[src/rtl/asu_ddr5_pkg.sv]
// Shared DDR5 write-CRC definitions: burst geometry and controller states.
package asu_ddr5_pkg;

  // Data beats per BL16 burst on one x4 lane group (two nibbles per beat).
  localparam int CRC_BEATS = 8;
  // Width of a data beat and of the CRC code.
  localparam int CRC_W     = 8;

  // Sequencer states of the write-CRC controller.
  typedef enum logic [1:0] {
    IDLE    = 2'd0,
    FEED    = 2'd1,
    CAPTURE = 2'd2
  } crc_ctrl_state_e;

endpackage

[src/rtl/asu_ddr5_crc_ctrl.sv]
// Write-CRC sequencer: forwards 8 data beats of a burst downstream, feeds them
// into the x4 CRC engine, then appends the CRC byte when write CRC is enabled
// and returns the engine's beat counter to 0 with one extra zero-data pulse.
module asu_ddr5_crc_ctrl
  import asu_ddr5_pkg::*;
#(
  parameter int DATA_W = CRC_W,
  parameter int BEATS  = CRC_BEATS
) (
  input  logic              clk_i,
  input  logic              rst_i,
  input  logic              crc_cfg_en_i,
  input  logic              in_valid_i,
  input  logic [DATA_W-1:0] in_data_i,
  output logic              in_ready_o,
  output logic              out_valid_o,
  output logic [DATA_W-1:0] out_data_o,
  output logic              out_crc_o,
  input  logic              out_ready_i,
  output logic              crc_en_o,
  output logic [DATA_W-1:0] crc_data_o,
  input  logic [DATA_W-1:0] crc_code_i,
  output logic              busy_o
);

  localparam int              CNT_W     = $clog2(BEATS);
  localparam logic [CNT_W-1:0] LAST_BEAT = CNT_W'(BEATS - 1);

  crc_ctrl_state_e   state_reg;
  crc_ctrl_state_e   state_next;
  logic [CNT_W-1:0]  beat_cnt_reg;
  logic              cfg_q_reg;
  logic              out_valid_reg;
  logic [DATA_W-1:0] out_data_reg;
  logic              out_crc_reg;

  logic out_free;
  logic accept;
  logic first_beat;
  logic cfg_eff;
  logic feed_beat;
  logic capture_fire;

  // The output register can take a new beat when empty or being drained now.
  assign out_free     = !out_valid_reg || out_ready_i;
  assign in_ready_o   = (state_reg != CAPTURE) && out_free;
  assign accept       = in_valid_i && in_ready_o;
  assign first_beat   = (beat_cnt_reg == '0);
  // The burst's CRC mode is fixed by the first beat; later toggles are ignored.
  assign cfg_eff      = first_beat ? crc_cfg_en_i : cfg_q_reg;
  assign feed_beat    = accept && cfg_eff;
  assign capture_fire = (state_reg == CAPTURE) && out_free;

  // The CAPTURE pulse carries zero data so the engine wraps its count to 0.
  assign crc_en_o   = feed_beat || capture_fire;
  assign crc_data_o = feed_beat ? in_data_i : '0;

  assign out_valid_o = out_valid_reg;
  assign out_data_o  = out_data_reg;
  assign out_crc_o   = out_crc_reg;
  assign busy_o      = (state_reg != IDLE);

  // Next-state selection: IDLE starts on a first beat, FEED ends on the last.
  always_comb begin
    state_next = state_reg;
    case (state_reg)
      IDLE: begin
        if (accept) begin
          state_next = FEED;
        end
      end
      FEED: begin
        if (accept && (beat_cnt_reg == LAST_BEAT)) begin
          state_next = cfg_q_reg ? CAPTURE : IDLE;
        end
      end
      CAPTURE: begin
        if (out_free) begin
          state_next = IDLE;
        end
      end
      default: state_next = IDLE;
    endcase
  end

  // Control state: FSM, beat position within the burst and latched CRC mode.
  always_ff @(posedge clk_i or negedge rst_i) begin
    if (!rst_i) begin
      state_reg    <= IDLE;
      beat_cnt_reg <= '0;
      cfg_q_reg    <= 1'b0;
    end else begin
      state_reg <= state_next;
      if (accept) begin
        beat_cnt_reg <= (beat_cnt_reg == LAST_BEAT) ? '0 : beat_cnt_reg + 1'b1;
        if (first_beat) begin
          cfg_q_reg <= crc_cfg_en_i;
        end
      end
    end
  end

  // Output register: data beat has priority, then the CRC byte, else drain.
  always_ff @(posedge clk_i or negedge rst_i) begin
    if (!rst_i) begin
      out_valid_reg <= 1'b0;
      out_data_reg  <= '0;
      out_crc_reg   <= 1'b0;
    end else if (accept) begin
      out_valid_reg <= 1'b1;
      out_data_reg  <= in_data_i;
      out_crc_reg   <= 1'b0;
    end else if (capture_fire) begin
      out_valid_reg <= 1'b1;
      out_data_reg  <= crc_code_i;
      out_crc_reg   <= 1'b1;
    end else if (out_ready_i) begin
      out_valid_reg <= 1'b0;
    end
  end

endmodule

[config.mk]
export PLATFORM = sky130hd
export DESIGN_NAME = asu_ddr5_crc_ctrl
export DESIGN_NICKNAME = d
export VERILOG_FILES = /design/src/rtl/asu_ddr5_pkg.sv /design/src/rtl/asu_ddr5_crc_ctrl.sv
export SDC_FILE = /design/constraint.sdc
export NUM_CORES = 1
export LEC_CHECK = 0
export CAP_MARGIN = 20
export CORE_MARGIN = 2
export CORE_UTILIZATION = 30
export CTS_CLUSTER_DIAMETER = 50
export DETAILED_ROUTE_END_ITERATION = 10
export MAX_ROUTING_LAYER = met4
export SYNTH_ARGS = -nofsm -noshare
export SYNTH_HDL_FRONTEND = slang
export SYNTH_SLANG_ARGS = --single-unit
[constraint.sdc]
create_clock -name clk_i -period 1.4 [get_ports clk_i]
set_clock_uncertainty 0.05 [all_clocks]
set_input_delay 0.21 -clock clk_i [delete_from_list [all_inputs] [get_ports clk_i]]
set_output_delay 0.21 -clock clk_i [all_outputs]
set_load 0.005 [all_outputs]
==> out/results.tsv <==
stage	metric	value	unit
clock_network	CTS tree	yes	
clock_network	Clock Tree Root	clkbuf_4	
synth	syn_nets	98	
drt	Wirelength per Cell	16.4	um
floorplan	die height	58.0	um
worst_hold_path	worst min path class	in2async	
sta	final count of negative-setup-slack endpoints	25	
finish	synthesis-to-finish area growth	102	%
flow_run	max cap viols	0	
sta	fin crit period	1.93	ns
sta	Final period util	1.38	
setup_path	Crit Path Max Fanout	5	
drt	routed vias	918	
sta	Slew Viols, Final	0	
placed_design	HPWL reported at the end of detailed placement	1.77	mm
synth	synthesized area per cell	11.8	sq um
setup_path	Worst setup SP type	flop	
clock_network	H-tree Lvls	1	
grt	gr usage total	0.207	
synth	top post-synthesis cells by area	dfrtp_1 46%, nor3b_1 6.9%, o221a_2 6.4%	
floorplan	IO Pins	42	
sta	setup ws final	-0.530	ns
floorplan	die area	3360	sq um
run_status	failing checks	negative setup slack	
finish	share of cells above drive strength 1	0.588	
finish	FILL cells	223	
synth	number of warnings issued by yosys	0	
sta	Slew headroom	0.793	
setup_path	CP Data Arrival Time	1.67	ns
floorplan	Rows	19	
setup_path	kind of critical path	reg2out	
setup_path	crit end category	output pin	
grt	first-pass GRT wire length	4.95	mm
power	Peak VDD IR	1.22	mV
drt	Vias/cell	4.99	
power	P_leak	0.789	nW
sta	unrepaired setup endpoints after global routing	yes	
grt	largest net degree at the start of global routing	17	
placed_design	port bufs	41	
sta	worst slew pin tran	0.310	ns
power	Power Density	1360	nW/um^2
grt	antenna violations before repair	0	
finish	final core occ	0.641	
sta	Final Hold Vio Count	0	
synth	Yosys top cell area share	0.458	
grt	Overflow after GRT	0	
synth	post-synthesis instance total	74	
floorplan	die width	58.0	um
clock_network	Clock Latency Late Sink	0.29	ns
drt	final wirelength	3.01	mm
placed_design	dpl ws	-0.747	ns
finish	Final #Nets	178	
drt	Iteration-0 DRC Markers	10	
floorplan	Initial Utilization	0.317	
placed_design	Post-DP Area	1460	sq um
synth	Seq/Total Area, Yosys	0.458	
power	PnR Total Power	0.00241	W
synth	Cell Area, Synth	875	sq um
synth	Seq cells post-synth	16	
finish	ant diodes	0	
synth	area leader, netlist	dfrtp_1	
drt	DRT Pass-1 Iters	4	
drt	remaining antenna violation count	0	
finish	final instance area	1770	sq um
drt	number of remaining DRC errors	0	
clock_network	Max Buffers Root-to-Sink	2	
clock_network	CTS Sinks	16	
clock_network	CTS buffer count	3	
clock_network	clk slew on worst S/H paths	0.10	ns
floorplan	CORE AREA	2760	sq um
grt	vias in the first global route	1045	
finish	max reg flops	8	
placed_design	GPL Wtd Cong	0.802	
run_status	status	complete, but fails checks	
setup_path	Crit path required time	1.14	ns
sta	Fmax	0.518	GHz
synth	distinct cell type count of the synthesized netlist	29	
stage by stage:
stage	setup TNS (ns)	hold slack, ns	instances
after floorplan	-0.0898	-0.136	74
after global placement	-10.67	0.431	162
after detailed placement	-11.19	0.435	162
after CTS	-6.95	0.179	186
after global routing	-8.03	0.186	184
final	-6.69	0.167	184
critical path, stage by stage, from the launching register on:
cell	delay, ns
dfrtp_1	0.41
inv_2	0.08
ha_4	0.15
nand2b_4	0.06
mux2i_4	0.20
buf_6	0.15
nor3b_4	0.19
buf_2	0.14
kinds of logic after synthesis:
kind of cell | after synthesis | synth area share
mux | 4 | 0.0586
compound gates | 17 | 0.173
fa+ha+maj | 3 | 0.0429
flops | 16 | 0.458
simple gates | 26 | 0.213
buf+inv | 8 | 0.0544
final timing paths:
| check | from | end | slack, ns | depth (start not counted) |
|---|---|---|---|---|
| max | beat_cnt_reg[1]$_DFFE_PN0N_ | crc_data_o[2] | -0.53 | 7 |
| max reg2reg | state_reg[1]$_DFFE_PN0P_ | beat_cnt_reg[1]$_DFFE_PN0N_ | -0.23 | 6 |
| min reg2reg | out_crc_o$_DFFE_PN0P_ | out_crc_o$_DFFE_PN0P_ | 0.46 | 1 |
| min in group clk_i | out_crc_o$_DFFE_PN0P_ | out_crc_o$_DFFE_PN0P_ | 0.46 | 1 |
| min | rst_i | state_reg[0]$_DFFE_PN0P_ | 0.17 | 2 |
| max in group asynchronous | rst_i | out_data_o[7]$_DFFE_PN0P_ | 0.94 | 2 |
power breakdown:
group | internal, W | switching [W] | leakage, nW
registers | 0.000577 | 0.0000765 | 0.182
logic | 0.000865 | 0.000573 | 0.587
clock network | 0.000158 | 0.000158 | 0.0210
routing by layer:
metal	global-route usage	wire (um)	vias to the layer above
li1	-	-	444
met1	0.240	1230	445
met2	0.351	1580	25
met3	0.0424	149	4
met4	0.0797	48	0
met5	-	0	-
synthesized netlist by cell type:
library cell / instances
a21oi_1: 2
a21oi_2: 1
a31oi_1: 2
a41o_1: 1
buf_2: 2
buf_6: 2
dfrtp_1: 16
ha_1: 3
inv_1: 3
inv_2: 1
mux2_2: 2
mux2_4: 1
mux2i_2: 1
nand2_1: 1
nand2b_1: 2
nand2b_4: 1
nand3_1: 1
nand3_4: 1
nor2_1: 1
nor2b_1: 1
nor3b_1: 8
o21ai_0: 1
o221a_1: 3
o221a_2: 5
o22ai_1: 1
o2bb2ai_1: 1
or2_2: 1
or3_1: 8
or4_1: 1
layout by cell type, fill, tap and decap left out, drive strengths merged:
cell type	synthesis	final
buf	4	48
clkdlybuf4s50	0	20
dfrtp	16	16
dlygate4sd2	0	9
or3	8	8
o221a	8	8
nor3b	8	8
clkbuf	0	5
inv	4	4
ha	3	3
nand2b	3	3
a21oi	3	3
mux2	3	3
nand3	2	3
a31oi	2	2
mux2i	1	1
or2	1	1
nor2b	1	1
o22ai	1	1
nor2	1	1
a41o	1	1
or4	1	1
o21ai	1	1
nand2	1	1
o2bb2ai	1	1
what timing repair did:
action                     CTS  global route
resized for setup           90            12
hold endpoints to repair     0             0
buffers inserted            21             3
hold buffers                 0             0
pin swaps                   10            10
setup endpoints to repair   33            27
gates cloned                 2             0
area by class of cell:
class                      count  area, sq um  share of cell area
multi-input combinational     51          597               0.338
inverter                       4         15.0             0.00850
tap                           31         38.8              0.0220
sequential                    16          400               0.227
clock buffer                   4         36.3              0.0205
timing repair buffer          78          679               0.385
Power figures use the tool's default switching activity.
